**src/rtl/regfile_dump_pkg.sv**
```systemverilog
// regfile_dump_pkg: shared state type and constants for the register dump engine
package regfile_dump_pkg;
  typedef enum logic [1:0] {IDLE, READ, SEND, DONE} state_e;
  localparam int DEF_OUT_W = 8;
  localparam int CHUNKS = 32 / DEF_OUT_W;
  localparam logic [3:0] PC_IDX = 4'd15;
  function automatic int chunks_of(input int out_w);
    return 32 / out_w;
  endfunction
endpackage

```
**src/rtl/regfile_dump_word_chunker.sv**
```systemverilog
// word_chunker: holds one captured register and streams it out as little-endian chunks
module word_chunker
  import regfile_dump_pkg::*;
#(
  parameter int OUT_W = 8
) (
  input  logic             clk,
  input  logic             reset,
  input  logic             load,
  input  logic             send,
  input  logic             out_ready,
  input  logic [31:0]      word_in,
  output logic             out_valid,
  output logic [OUT_W-1:0] out_data,
  output logic             fire,
  output logic             last_chunk
);
  localparam logic [1:0] LAST = 2'(chunks_of(OUT_W) - 1);
  logic [31:0] hold_q, hold_d;
  logic [1:0]  byte_q, byte_d;
  // chunk select, handshake and next holding/byte values; a load always restarts at chunk 0
  always_comb begin
    out_valid  = send;
    fire       = send && out_ready;
    last_chunk = byte_q == LAST;
    out_data   = OUT_W'(hold_q >> (OUT_W * int'(byte_q)));
    hold_d     = load ? word_in : hold_q;
    byte_d     = load ? 2'd0 : (fire && !last_chunk) ? byte_q + 2'd1 : byte_q;
  end
  // holding register and byte counter
  always_ff @(posedge clk) begin
    if (reset) begin
      hold_q <= '0;
      byte_q <= '0;
    end else begin
      hold_q <= hold_d;
      byte_q <= byte_d;
    end
  end
endmodule

```
**src/rtl/regfile_dump.sv**
```systemverilog
// regfile_dump: walks the regfile debug read port and streams every register out
module regfile_dump
  import regfile_dump_pkg::*;
#(
  parameter int NREGS = 16,
  parameter int OUT_W = 8
) (
  input  logic             clk,
  input  logic             reset,
  input  logic             start,
  output logic             busy,
  output logic             done,
  output logic [3:0]       ra,
  input  logic [31:0]      rd,
  output logic             out_valid,
  input  logic             out_ready,
  output logic [OUT_W-1:0] out_data,
  output logic [3:0]       out_idx,
  output logic             out_last
);
  localparam logic [3:0] LAST_IDX = 4'(NREGS - 1);
  state_e     state_q, state_d;
  logic [3:0] idx_q, idx_d, ra_q, ra_d;
  logic       load, send, fire, last_chunk;
  // state, register index and read address registers
  always_ff @(posedge clk) begin
    if (reset) begin
      state_q <= IDLE;
      idx_q   <= '0;
      ra_q    <= '0;
    end else begin
      state_q <= state_d;
      idx_q   <= idx_d;
      ra_q    <= ra_d;
    end
  end
  // next state; ra follows the index so rd is ready during the single READ cycle
  always_comb begin
    state_d = state_q;
    idx_d   = idx_q;
    ra_d    = ra_q;
    unique case (state_q)
      IDLE: if (start) begin
        state_d = READ;
        idx_d   = '0;
        ra_d    = '0;
      end
      READ: state_d = SEND;
      SEND: if (fire && last_chunk) begin
        state_d = (idx_q == LAST_IDX) ? DONE : READ;
        idx_d   = (idx_q == LAST_IDX) ? idx_q : idx_q + 4'd1;
        ra_d    = (idx_q == LAST_IDX) ? ra_q : idx_q + 4'd1;
      end
      DONE: state_d = IDLE;
    endcase
  end
  // Moore outputs decoded from the current state
  always_comb begin
    busy     = state_q == READ || state_q == SEND;
    done     = state_q == DONE;
    load     = state_q == READ;
    send     = state_q == SEND;
    ra       = ra_q;
    out_idx  = idx_q;
    out_last = send && idx_q == LAST_IDX && last_chunk;
  end
  word_chunker #(.OUT_W(OUT_W)) u_chunker (
    .clk        (clk),
    .reset      (reset),
    .load       (load),
    .send       (send),
    .out_ready  (out_ready),
    .word_in    (rd),
    .out_valid  (out_valid),
    .out_data   (out_data),
    .fire       (fire),
    .last_chunk (last_chunk)
  );
endmodule

```
**config.mk**
```make
export PLATFORM = sky130hd
export DESIGN_NAME = regfile_dump
export DESIGN_NICKNAME = d
export VERILOG_FILES = /design/src/rtl/regfile_dump_pkg.sv /design/src/rtl/regfile_dump_word_chunker.sv /design/src/rtl/regfile_dump.sv
export SDC_FILE = /design/constraint.sdc
export NUM_CORES = 1
export LEC_CHECK = 0
export CORE_UTILIZATION = 45
export DETAILED_ROUTE_END_ITERATION = 10
export HOLD_SLACK_MARGIN = 0.15
export PLACE_DENSITY = 0.79
export REMOVE_ABC_BUFFERS = 1
export SLEW_MARGIN = 20
export SYNTH_ARGS = -nofsm -noshare
export SYNTH_HDL_FRONTEND = slang
export SYNTH_HIERARCHICAL = 1
export SYNTH_SLANG_ARGS = --single-unit
```
**constraint.sdc**
```tcl
create_clock -name clk -period 3.8 [get_ports clk]
set_clock_uncertainty 0.05 [all_clocks]
set_input_delay 0.57 -clock clk [delete_from_list [all_inputs] [get_ports clk]]
set_output_delay 0.57 -clock clk [all_outputs]
set_load 0.02 [all_outputs]
```
# After elaboration in Yosys (flattened, before gate mapping)
# Index checks and enable logic that the tools add are counted.
[totals]
ff_bits = 40
elab_cells = 35
ramBits = 0
latch_bits = 0
memories = 0
output_inout_bits = 20
in_bits = 36
romBits = 0
[classes]
n_lt_le_gt_ge = 0
reduce_logical = 12
eq_ne = 8
n_div = 0
mux = 8
shift = 1
add_sub_neg = 2
multipliers = 0
n_bitwise = 0
[op_table]
columns = ["cell", "n"]
rows = [
  ["$shr 32x5->8", 1],
  ["$mux 4", 3],
  ["$pmux 2 s4", 1],
  ["$pmux 4 s2", 1],
  ["$eq 2x2->1 const B", 3],
  ["$mux 2", 3],
  ["$ne 2x2->1 const B", 3],
  ["$logic_and 1x1->1", 5],
  ["$add 4x1->4 const B", 1],
  ["$eq 4x4->1 const B", 1],
  ["$reduce_and 4->1", 1],
  ["$add 2x1->2 const B", 1],
  ["$eq 2x1->1 const B", 1],
  ["$logic_not 2->1", 1],
  ["$reduce_and 2->1", 1],
  ["$reduce_bool 2->1", 1],
  ["$reduce_or 2->1", 1],
  ["$logic_not 1->1", 1],
  ["$logic_or 1x1->1", 1],
]

# Depth between registers and ports, before layout
# Gate-level depths: netlist (run 1).
[depth]
depth_word = 5
mapped_depth = 7

# By module
# The synthesis (run 1) kept the hierarchy.
[by_module_without_submodules]
columns = ["mod", "seq_area_each_um2", "cells_each", "n_inst", "area_per_inst_um2"]
rows = [
  ["word_chunker", 680.7, 126, 1, 1465.2],
  ["regfile_dump", 120.1, 51, 1, 441.7],
]

# Worst setup path before layout (run 1)
# OpenSTA, ideal clock, no wires.
[synth_timing]
path_type = "reg2reg"
from = "register state_q[0]"
to = "register ra_q[2] (netlist: ra[2])"
path_stages_with_launch = 8
setup_slack_ns = 1.981
t_required_ns = 3.633
arrival_ns = 1.652
setup_time_ns = 0.117
path_cell_list = "dfxtp_1 > inv_1 > ha_1 > and2_1 > a21boi_1 > nor4_4 > o21ai_1 > a32o_1"
[synth_via]
elab_chain_len = 5
elab_cells_between_ends = 10
[synth_lines]
columns = ["element", "line", "source"]
rows = [
  ["start, declared", "regfile_dump.sv:22", "state_e state_q, state_d;"],
  ["start signal, assigned", "regfile_dump.sv:32", "state_q <= state_d;"],
  ["$eq 2x2->1", "regfile_dump.sv:62", "send = state_q == SEND;"],
  ["named net send", "regfile_dump.sv:24", "logic load, send, fire, last_chunk;"],
  ["$logic_and 1x1->1", "regfile_dump_word_chunker.sv:24", "fire = send && out_ready;"],
  ["named net fire", "regfile_dump.sv:24", ""],
  ["$logic_and 1x1->1", "regfile_dump.sv:49", "SEND: if (fire && last_chunk) begin"],
  ["$ne 2x2->1 (no source line)", "--", ""],
  ["$reduce_and 4->1 (no source line)", "--", ""],
  ["end signal, assigned", "regfile_dump.sv:34", "ra_q <= ra_d;"],
  ["end, declared", "regfile_dump.sv:23", "logic [3:0] idx_q, idx_d, ra_q, ra_d;"],
]
# The timed path passes the listed nets, and every way through them passes these cells.
# A chain may end at the register's enable or synchronous reset.

# Final worst setup path (run 1)
[layout_timing]
from = "register u_chunker.byte_q[0]"
to = "output out_data[6]"
[layout_via]
elab_chain_len = 1
[layout_lines]
columns = ["element", "line", "source"]
rows = [
  ["start, declared", "regfile_dump_word_chunker.sv:20", "logic [1:0] byte_q, byte_d;"],
  ["start signal, assigned", "regfile_dump_word_chunker.sv:37", "byte_q <= byte_d;"],
  ["$shr 32x5->8", "regfile_dump_word_chunker.sv:26", "out_data = OUT_W'(hold_q >> (OUT_W * int'(byte_q)));"],
  ["end, declared", "regfile_dump.sv:17", "output logic [OUT_W-1:0] out_data,"],
]
# Every way passes these cells.

==> out/metrics.csv, run 1 <==
stage,metric,value,unit
cts,CTS H-tree lvls,2,
routing,drt via density,4.97,
die,Ports,56,
synth,Syn Inst Count,177,
worst_setup_path,launch point of the worst reg-to-reg path,u_chunker/byte_q[0],
die,DIE HEIGHT,67.1,µm
worst_setup_path,Worst EP required,3.18,ns
global_routing,largest net degree at the start of global routing,37,
synth,Post-Synth XOR/XNOR Area,0,%
global_routing,Total Routing Usage GR,17.1,%
power_and_ir_drop,PwrDens,500,nW/µm²
global_routing,gr ovfl total,0,
power_and_ir_drop,worst vdd rail ir drop,0.305,mV
timing,Slew headroom,29.1,%
timing,RSZ-0062 raised after global routing,false,
synth,Post-Synth Adder-Cell Area,5.25,%
global_routing,vias in the first global route,1344,
timing,Setup WS post-layout,0.999,ns
worst_setup_path,"Arr. time, crit path",2.18,ns
placed_design,PortBufs,55,
placed_design,Routability Congestion,0.763,
power_and_ir_drop,total power,1.25,mW
synth,#FFs+latches synth,40,
cts,Clock Path Buffers,2,
timing,Tmin final,2.80,ns
hold_path,HP Start,u_chunker/hold_q[31],
global_routing,first-pass GRT wire length,5710,µm
cts,CTS buffer count,5,
placed_design,placed cells,268,
die,initial core utilization,47.3,%
cts,clock tree from TritonCTS,built,
worst_setup_path,Setup crit end kind,output port,
cells_and_area,Layout Utilization,62.3,%
synth,number of enable flip-flop cells after synthesis,0,
cells_and_area,synthesis-to-finish area growth,31.6,%
synth,register area share after synthesis,42.0,%
die,die area,4500,µm²
routing,WL final,3500,µm
timing,setup TNS,0,ns
worst_setup_path,CP Class,flop to output port,
synth,Mapped Area,1910,µm²
timing,Highest Clock Rate,0.357,GHz
routing,Via Count,1373,
cts,Clock Sink Count,40,
power_and_ir_drop,LEAKAGE,0.954,nW
synth,"Top FF cell, synth",dfxtp_1,
cells_and_area,nets,269,
die,Site Rows,23,
cts,"Setup Fix Bufs, Post-CTS",0,
synth,largest family of logic cells by synthesized area,multiplexers,
timing,fin crit share,73.7,%
synth,Synth cell types,30,
synth,Synth Area in Simple Gates,14.7,%
synth,compound-cell area share of the yosys netlist,3.48,%
synth,Ys Warns,6,
cts,clk slew on worst S/H paths,0.07,ns
routing,post-route ant nets,0,
hold_path,Hold/Removal Path Class,flop to flop,
die,die width,67.1,µm
routing,DRT Pass-1 Iters,4,
cts,clk_lat worst skew,0.28,ns
routing,Remaining DRCs,0,
worst_setup_path,Critical R2R Capture,ra[2],
hold_path,hold endpoint,u_chunker/hold_q[31],
cells_and_area,Non-Filler Instances,276,
hold_path,hold depth,2,
placed_design,HPWL Detailed,2380,µm
worst_setup_path,"Max FO, Critical Path",11,
cts,CTS Hold Bufs,0,
die,core box area,4030,µm²
worst_setup_path,CP Launch Type,flop,
global_routing,initial antenna violation count,0,
cells_and_area,n_diodes,0,
synth,mux cell area share after synthesis,28.0,%
timing,Max Slew Vio Count,0,
placed_design,dpl ws,1.29,ns
cts,Post-CTS Resized,0,
synth,syn avg cell area,10.8,µm²
run_status,status,finished clean,
timing,final setup fails,0,
routing,Iteration-0 DRC Markers,85,
synth,ys async rst share,0,%
timing,endpoints failing hold,0,
cts,root buffer cell,clkbuf_8,
cells_and_area,layout cells sized above 1,9.73,%
timing,Tightest Pin Transition,1.06,ns
routing,WL/cell,12.7,µm
flow_run,count of maximum capacitance violations,0,
worst_setup_path,reg2reg setup slack,1.62,ns
worst_setup_path,worst reg2reg path depth,5,
flip-flops by register name, summed over array words and instances, names as in the netlist:
register and count:
u_chunker/hold_q 32, u_chunker/byte_q 2, ra 4, state_q 2
layout make-up:
class	count	area, µm²
sequential	40	801
inverter	4	15.0
multi-input combinational	118	982
tap	50	62.6
fill	371	1520
timing repair buffer	56	558
clock buffer	8	90.1
critical path, stage by stage, from the launching register on:
cell and delay, ns:
dfxtp_1 0.75, mux4_2 0.59, clkdlybuf4s50_1 0.55
cell usage after synthesis, types with 3 or more instances:
cell / number / area share, %
dfxtp_1: 40 / 42
nor2_1: 38 / 7.5
mux2i_1: 33 / 17
ha_1: 8 / 5.2
mux4_2: 8 / 9.4
buf_4: 6 / 2.4
buf_6: 4 / 2.4
inv_1: 4 / 0.79
a21oi_1: 3 / 0.79
nand3_1: 3 / 0.79
nor3_1: 3 / 0.79
layout by cell type, fill, tap and decap left out:
| cell | instances |
|---|---|
| o21ai_1 | 1 |
| dfxtp_1 | 40 |
| a21oi_1 | 3 |
| and3b_1 | 1 |
| and2_1 | 2 |
| nor2_1 | 38 |
| a21bo_2 | 1 |
| nor3_1 | 3 |
| a2bb2oi_1 | 1 |
| and4_4 | 1 |
| a21boi_1 | 1 |
| buf_4 | 1 |
| a32o_1 | 1 |
| inv_1 | 4 |
| clkdlybuf4s50_1 | 55 |
| clkbuf_8 | 6 |
| mux2_2 | 2 |
| nor4_4 | 1 |
| nor3b_2 | 1 |
| nor3b_1 | 2 |
| mux2i_1 | 33 |
| mux4_2 | 8 |
| nand3_1 | 3 |
| ha_1 | 7 |
| nor2b_1 | 2 |
| o21ai_0 | 2 |
| clkbuf_1 | 2 |
| nand2_1 | 2 |
| nand2b_1 | 1 |
| ha_2 | 1 |
worst max-delay path by stage:
stage / from / end / slack (ns) / depth (start not counted)
3_5_place_dp: u_chunker/byte_q[0] / out_data[4] / 1.29 / 2
3_3_place_gp: u_chunker/byte_q[0] / out_data[3] / 1.27 / 2
6_report: u_chunker/byte_q[0] / out_data[6] / 1.0 / 2
4_1_cts: u_chunker/byte_q[0] / out_data[3] / 0.97 / 2
2_1_floorplan: state_q[1] / u_chunker/byte_q[0] / 1.53 / 4
5_1_grt: u_chunker/byte_q[0] / out_data[2] / 0.88 / 2
per-stage QoR:
stage	hold WS (ns)	instance area [µm²]
finish	0.441	2510
global route	0.468	2510
CTS	0.446	2510
global placement	0.418	2420
detailed placement	0.428	2420
floorplan	0.405	1800
logic make-up (layout without fill, tap and decap cells):
group           Yosys count  count (layout)
simple gates             57              57
buf+inv                  19              68
mux                      43              43
compound gates           10              10
flops                    40              40
fa+ha+maj                 8               8
power by group:
group	switching, mW	internal [mW]	total (mW)
registers	0.0401	0.486	0.526
clock network	0.135	0.148	0.283
logic	0.211	0.234	0.445
per-layer routing:
layer  vias to the layer above  global-route usage, %  share of wire [%]
met5                         -                      0                  0
met4                         0                   7.18                1.6
met3                         5                   4.45                4.4
met2                        36                   28.1                 45
met1                       632                   20.7                 49
li1                        700                      -                  -
No activity file was read; power rests on OpenSTA's default activity.
==> run 2, diff against run 1 <==
==> constraint.sdc (replaced) <==
create_clock -name clk -period 2.92 [get_ports clk]
set_clock_uncertainty 0.05 [all_clocks]
set_input_delay 0.438 -clock clk [delete_from_list [all_inputs] [get_ports clk]]
set_output_delay 0.438 -clock clk [all_outputs]
set_load 0.02 [all_outputs]
==> out/metrics.csv, run 2 (synthesis gave the netlist of run 1 again) <==
stage,metric,value,unit,change
timing,RSZ-0062 raised after global routing,false,,unchanged
cells_and_area,layout cells sized above 1,11.7,%,was 9.73%
cts,"Setup Fix Bufs, Post-CTS",0,,unchanged
timing,Highest Clock Rate,0.396,GHz,
power_and_ir_drop,clock share of power,25.4,%,was 22.5%
cells_and_area,Non-Filler Instances,280,,was 276
worst_setup_path,Critical R2R Capture,ra[2],,unchanged
worst_setup_path,"Arr. time, crit path",2.04,ns,was 2.18 ns
routing,DRT Pass-1 Iters,4,,unchanged
timing,Max Slew Vio Count,0,,unchanged
worst_setup_path,CP Launch Type,flop,,unchanged
cts,clk_lat worst skew,0.29,ns,was 0.28 ns
cells_and_area,most frequent cells in the layout,"clkdlybuf4s50_1 (55), dfxtp_1 (40), nor2_1 (38)",,unchanged
placed_design,PortBufs,55,,unchanged
power_and_ir_drop,Comb pwr share,34.8,%,was 35.5%
timing,fin crit share,86.5,%,
timing,setup TNS,0,ns,unchanged
placed_design,Post-DP Area,2450,µm²,was 2420 µm²
cts,CTS Hold Bufs,0,,unchanged
flow_run,count of maximum capacitance violations,0,,unchanged
worst_setup_path,"Max FO, Critical Path",8,,was 11
cells_and_area,synthesis-to-finish area growth,34.1,%,was 31.6%
die,core box area,4030,µm²,unchanged
placed_design,Routability Congestion,0.744,,was 0.763
power_and_ir_drop,LEAKAGE,0.984,nW,was 0.954 nW
worst_setup_path,Worst EP required,2.43,ns,was 3.18 ns
cts,clk slew on worst S/H paths,0.07,ns,about the same
power_and_ir_drop,Sw Share,30.2,%,was 30.8%
worst_setup_path,Setup crit end kind,output port,,unchanged
die,initial core utilization,47.3,%,unchanged
cells_and_area,"most common cell after layout, fill and taps aside",clkdlybuf4s50_1,,unchanged
worst_setup_path,CP Class,flop to output port,,unchanged
run_status,status,finished clean,,unchanged
power_and_ir_drop,worst vdd rail ir drop,0.454,mV,was 0.305 mV
timing,Tightest Pin Transition,0.437,ns,was 1.06 ns
power_and_ir_drop,P_int,1.20,mW,was 0.868 mW
timing,Tmin final,2.53,ns,
timing,Slew headroom,70.7,%,was 29.1%
worst_setup_path,worst reg2reg path depth,7,,was 5
global_routing,gr ovfl total,0,,unchanged
die,DIE HEIGHT,67.1,µm,unchanged
die,Site Rows,23,,unchanged
routing,drt via density,4.94,,was 4.97
routing,WL final,3620,µm,was 3500 µm
cells_and_area,nets,273,,was 269
cts,CTS H-tree lvls,2,,unchanged
cts,clock tree from TritonCTS,built,,unchanged
routing,Iteration-0 DRC Markers,63,,was 85
power_and_ir_drop,net switching power,0.517,mW,was 0.386 mW
routing,post-route ant nets,0,,unchanged
cells_and_area,Biggest register,u_chunker/hold_q,,unchanged
global_routing,largest net degree at the start of global routing,24,,was 37
timing,final setup fails,0,,unchanged
worst_setup_path,launch point of the worst reg-to-reg path,state_q[0],,was u_chunker/byte_q[0]
cts,Clock Path Buffers,2,,unchanged
routing,Remaining DRCs,0,,unchanged
die,die area,4500,µm²,unchanged
routing,WL/cell,12.9,µm,was 12.7 µm
cts,root buffer cell,clkbuf_8,,unchanged
cts,Clock Sink Count,40,,unchanged
cts,CTS buffer count,5,,unchanged
worst_setup_path,crit path launch,u_chunker/byte_q[0],,unchanged
cts,Post-CTS Resized,0,,unchanged
hold_path,HP Start,u_chunker/hold_q[21],,was u_chunker/hold_q[31]
hold_path,Hold/Removal Path Class,flop to flop,,unchanged
die,die width,67.1,µm,unchanged
power_and_ir_drop,Flop pwr share,39.8,%,was 42.0%
cells_and_area,Layout Utilization,63.4,%,was 62.3%
global_routing,vias in the first global route,1406,,"was 1,344"
global_routing,first-pass GRT wire length,6160,µm,was 5710 µm
global_routing,Total Routing Usage GR,19.0,%,was 17.1%
global_routing,initial antenna violation count,0,,unchanged
placed_design,placed cells,272,,was 268
cells_and_area,max FFs per register,32,,unchanged
worst_setup_path,end point of the critical path,out_data[4],,was out_data[6]
die,Ports,56,,unchanged
worst_setup_path,reg2reg setup slack,0.79,ns,was 1.62 ns
routing,Via Count,1383,,"was 1,373"
timing,endpoints failing hold,0,,unchanged
cells_and_area,n_diodes,0,,unchanged
placed_design,HPWL Detailed,2650,µm,was 2380 µm
cells_and_area,post-route cell area,2560,µm²,was 2510 µm²
power_and_ir_drop,PwrDens,670,nW/µm²,was 500 nW/µm²
[run 2: cell types whose count changed in the layout (fill, tap and decap cells not counted)]
cell,delta
bufinv_16,+1
clkbuf_8,-1
buf_4,+4
clkinv_2,+1
clkbuf_1,-1
[run 2: through the flow]
step	total power [mW]	hold slack (ns)	worst slack [ns]
detailed placement	1.29	0.430	0.685
global placement	1.27	0.416	0.685
floorplan	1.10	0.405	0.648
CTS	1.73	0.449	0.354
global route	1.83	0.471	0.263
finish	1.71	0.442	0.394
[run 2: layout make-up]
type / instances / area (µm²)
inverters: 4 / 15.0
fillers: 343 / 1470
repair buffers: 60 / 588
clock inverters: 2 / 35.0
well taps: 50 / 62.6
multi-input cells: 118 / 982
flip-flops and latches: 40 / 801
clock buffers: 6 / 72.6
[run 2: power groups by stage]
stage | logic, mW | clock network, mW | registers [mW]
finish | 0.596 | 0.436 | 0.682
global route | 0.660 | 0.472 | 0.693
CTS | 0.601 | 0.449 | 0.682
detailed placement | 0.597 | 0 | 0.694
global placement | 0.584 | 0 | 0.691
floorplan | 0.417 | 0 | 0.684
[run 2: worst min-delay path by stage]
stage / endpoint / slack (ns) / depth (start not counted)
CTS: u_chunker/hold_q[26] / 0.45 / 2
detailed placement: u_chunker/hold_q[18] / 0.43 / 2
global placement: u_chunker/hold_q[19] / 0.42 / 2
floorplan: u_chunker/hold_q[16] / 0.40 / 2
finish: u_chunker/hold_q[21] / 0.44 / 2
global route: u_chunker/hold_q[17] / 0.47 / 2
[run 2: worst max-delay path: stages, from the launching register on]
cell	delay, ns
dfxtp_1	0.44
buf_4	0.23
mux4_2	0.52
clkdlybuf4s50_1	0.55
[run 2: metal layers]
| layer | global-route usage [%] | part of all wire, % | routed length (µm) |
|---|---|---|---|
| met5 | 0 | 0 | 0 |
| met4 | 9.57 | 2.2 | 79 |
| met3 | 5.14 | 5.0 | 181 |
| met2 | 31.9 | 48 | 1740 |
| met1 | 22.0 | 45 | 1620 |
==> run 3, diff against run 2 <==
--- a/config.mk
+++ b/config.mk
@@ -13,5 +13,4 @@
 export SLEW_MARGIN = 20
 export SYNTH_ARGS = -nofsm -noshare
 export SYNTH_HDL_FRONTEND = slang
-export SYNTH_HIERARCHICAL = 1
 export SYNTH_SLANG_ARGS = --single-unit
==> constraint.sdc (replaced) <==
create_clock -name clk -period 3.2 [get_ports clk]
set_clock_uncertainty 0.05 [all_clocks]
set_input_delay 0.48 -clock clk [delete_from_list [all_inputs] [get_ports clk]]
set_output_delay 0.48 -clock clk [all_outputs]
set_load 0.02 [all_outputs]
==> out/metrics.csv, run 3 <==
stage,metric,value,unit,change
run_status,status,finished clean,,unchanged
die,Ports,56,,unchanged
cts,clk_lat worst skew,0.28,ns,was 0.29 ns
global_routing,Total Routing Usage GR,19.5,%,was 19.0%
timing,final setup fails,0,,unchanged
synth,Yosys top cell area share,43.8,%,was 42.0%
synth,number of enable flip-flop cells after synthesis,0,,unchanged
worst_setup_path,crit-path cells,mux4_2 -> clkdlybuf4s50_1,,was buf_4 -> mux4_2 -> clkdlybuf4s50_1
synth,Syn Inst Count,171,,was 177
worst_setup_path,Worst EP required,2.67,ns,was 2.43 ns
cts,CTS Hold Bufs,0,,unchanged
global_routing,grt met2 use,32.0,%,was 31.9%
cts,clk slew on worst S/H paths,0.07,ns,about the same
cells_and_area,fillers,291,,was 343
routing,post-route ant nets,0,,unchanged
global_routing,first-pass GRT wire length,6240,µm,was 6160 µm
synth,Ys Warns,0,,was 6
timing,Slew headroom,33.0,%,was 70.7%
die,initial core utilization,48.5,%,was 47.3%
global_routing,met3 usage,4.17,%,was 5.14%
cells_and_area,synthesis-to-finish area growth,36.6,%,was 34.1%
cts,Clock Path Buffers,2,,unchanged
worst_setup_path,launch point of the worst reg-to-reg path,u_chunker.byte_q[0],,was state_q[0]
global_routing,largest net degree at the start of global routing,43,,was 24
cells_and_area,max FFs per register,32,,unchanged
timing,setup TNS,0,ns,unchanged
cells_and_area,Layout Utilization,66.2,%,was 63.4%
routing,Iteration-0 DRC Markers,60,,was 63
global_routing,gr ovfl total,0,,unchanged
synth,syn avg cell area,10.7,µm²,was 10.8 µm²
synth,Mapped Area,1830,µm²,was 1910 µm²
placed_design,dpl ws,0.775,ns,was 0.685 ns
global_routing,initial antenna violation count,0,,unchanged
timing,endpoints failing hold,0,,unchanged
hold_path,HP Start,u_chunker.hold_q[10],,was u_chunker/hold_q[21]
timing,Max Slew Vio Count,0,,unchanged
worst_setup_path,worst reg2reg path depth,4,,was 7
routing,drt via density,5.30,,was 4.94
synth,"Top FF cell, synth",dfxtp_1,,unchanged
routing,DRT Pass-1 Iters,4,,unchanged
synth,#FFs+latches synth,40,,unchanged
power_and_ir_drop,total power,1.24,mW,was 1.71 mW
power_and_ir_drop,PwrDens,496,nW/µm²,was 670 nW/µm²
synth,Area contributors post-synth,"dfxtp_1 (44%), mux2i_1 (18%), mux4_2 (9.9%)",,"was dfxtp_1 (42%), mux2i_1 (17%), mux4_2 (9.4%)"
synth,register area share after synthesis,43.8,%,was 42.0%
placed_design,PortBufs,55,,unchanged
placed_design,Post-DP Area,2370,µm²,was 2450 µm²
routing,Remaining DRCs,0,,unchanged
worst_setup_path,CP peak stage delay,0.73,ns,was 0.55 ns
timing,Highest Clock Rate,0.371,GHz,
worst_setup_path,CP Class,flop to output port,,unchanged
timing,Tmin final,2.69,ns,
cts,Clock Sink Count,40,,unchanged
cells_and_area,nets,261,,was 273
cts,CTS H-tree lvls,2,,unchanged
placed_design,Routability Congestion,0.793,,was 0.744
worst_setup_path,"CP delay by family, top",flip-flops,,was buffers and inverters
die,DIE HEIGHT,65.7,µm,was 67.1 µm
die,die width,65.7,µm,was 67.1 µm
global_routing,GR peak layer,met2,,unchanged
synth,Synth cell types,32,,was 30
hold_path,hold endpoint,u_chunker.hold_q[10],,was u_chunker/hold_q[21]
flow_run,count of maximum capacitance violations,0,,unchanged
die,core box area,3770,µm²,was 4030 µm²
cells_and_area,Biggest register,u_chunker.hold_q,,was u_chunker/hold_q
cts,clock tree from TritonCTS,built,,unchanged
die,Site Rows,22,,was 23
hold_path,Hold/Removal Path Class,flop to flop,,unchanged
cells_and_area,n_diodes,0,,unchanged
worst_setup_path,slowest stage cell on the critical path,dfxtp_1,,was clkdlybuf4s50_1
worst_setup_path,"Arr. time, crit path",2.16,ns,was 2.04 ns
timing,RSZ-0062 raised after global routing,false,,unchanged
worst_setup_path,reg2reg setup slack,1.26,ns,was 0.79 ns
timing,Tightest Pin Transition,1.00,ns,was 0.437 ns
routing,WL/cell,14.3,µm,was 12.9 µm
power_and_ir_drop,LEAKAGE,0.930,nW,was 0.984 nW
hold_path,hold depth,2,,unchanged
worst_setup_path,crit path launch,u_chunker.byte_q[0],,was u_chunker/byte_q[0]
global_routing,vias in the first global route,1352,,"was 1,406"
global_routing,grt met1 use,23.8,%,was 22.0%
worst_setup_path,Setup crit end kind,output port,,unchanged
cells_and_area,post-route cell area,2500,µm²,was 2560 µm²
timing,Setup WS post-layout,0.508,ns,was 0.394 ns
cts,"Setup Fix Bufs, Post-CTS",0,,unchanged
synth,Commonest cells post-synth,"dfxtp_1 (40), mux2i_1 (33), nor2_1 (33)",,"was dfxtp_1 (40), nor2_1 (38), mux2i_1 (33)"
cells_and_area,"most common cell after layout, fill and taps aside",clkdlybuf4s50_1,,unchanged
routing,Via Count,1420,,"was 1,383"
cts,Post-CTS Resized,0,,unchanged
synth,Yosys top cell by area,dfxtp_1,,unchanged
cts,CTS buffer count,5,,unchanged
timing,fin crit share,84.1,%,
cells_and_area,most frequent cells in the layout,"clkdlybuf4s50_1 (55), dfxtp_1 (40), nor2_1 (33), mux2i_1 (33), mux4_2 (8)",,"was clkdlybuf4s50_1 (55), dfxtp_1 (40), nor2_1 (38)"
worst_setup_path,Critical R2R Capture,ra[1],,was ra[2]
worst_setup_path,CP Launch Type,flop,,unchanged
power_and_ir_drop,worst vdd rail ir drop,0.257,mV,was 0.454 mV
die,die area,4320,µm²,was 4500 µm²
placed_design,HPWL Detailed,2660,µm,was 2650 µm
worst_setup_path,"Max FO, Critical Path",10,,was 8
synth,ys async rst share,0,%,unchanged
worst_setup_path,Crit path buffers/inverters,1,,was 2
cells_and_area,layout cells sized above 1,11.4,%,was 11.7%
cts,root buffer cell,clkbuf_8,,unchanged
synth,most common cell in the netlist,dfxtp_1,,unchanged
routing,WL final,3820,µm,was 3620 µm
-- run 3: cell count changes after synthesis, sizes merged, moves of 3 or more --
cell	change
nand3	-3
buf	-5
nor2	-5
clkbuf	+5
nor3b	-3
-- run 3: kinds of logic after synthesis --
group                    synth area share (%)
adder cells (fa/ha/maj)                  4.11
multiplexers                             28.5
flip-flops                               43.8
buffers and inverters                    5.06
AO/OA/AOI/OAI                            5.61
AND/OR/NAND/NOR                          12.4
XOR/XNOR                                0.479
-- run 3: worst max-delay path by stage --
stage / endpoint / slack, ns / cells past startpoint
final: out_data[0] / 0.51 / 2
after global routing: out_data[6] / 0.38 / 2
after CTS: out_data[0] / 0.46 / 2
after detailed placement: out_data[0] / 0.77 / 2
after global placement: out_data[0] / 0.77 / 2
after floorplan: u_chunker.hold_q[0] / 1.14 / 4
-- run 3: layer usage --
| layer | up-vias | share of wire [%] |
|---|---|---|
| met5 | - | 0 |
| met3 | 5 | 5.7 |
| met4 | 0 | 2.0 |
| li1 | 693 | - |
| met1 | 671 | 42 |
| met2 | 51 | 50 |
-- run 3: layout make-up --
type,count,area (µm²),area share [%]
well taps,48,60.1,2.40
multi-input cells,112,937,37.5
flip-flops and latches,40,801,32.1
inverters,4,15.0,0.601
clock buffers,7,96.3,3.86
clock inverters,1,30.0,1.20
repair buffers,56,558,22.3
-- run 3: report_power, final --
| part | total (mW) | switching, mW | leakage [nW] | internal [mW] |
|---|---|---|---|---|
| Clock | 0.437 | 0.162 | 0.0645 | 0.275 |
| Combinational | 0.246 | 0.110 | 0.539 | 0.137 |
| Sequential | 0.555 | 0.0216 | 0.326 | 0.533 |
-- run 3: stage by stage --
step | instances | hold WS (ns)
2_1_floorplan | 156 | 0.405
5_1_grt | 268 | 0.478
6_report | 268 | 0.443
3_3_place_gp | 260 | 0.421
4_1_cts | 268 | 0.450
3_5_place_dp | 260 | 0.432
-- run 3: tightest hold or removal path: cells and delay by family (launching register included) --
family | cells | cell delay, ns
DFF | 1 | 0.33
and+or+nand+nor | 1 | 0.07
muxes | 1 | 0.06
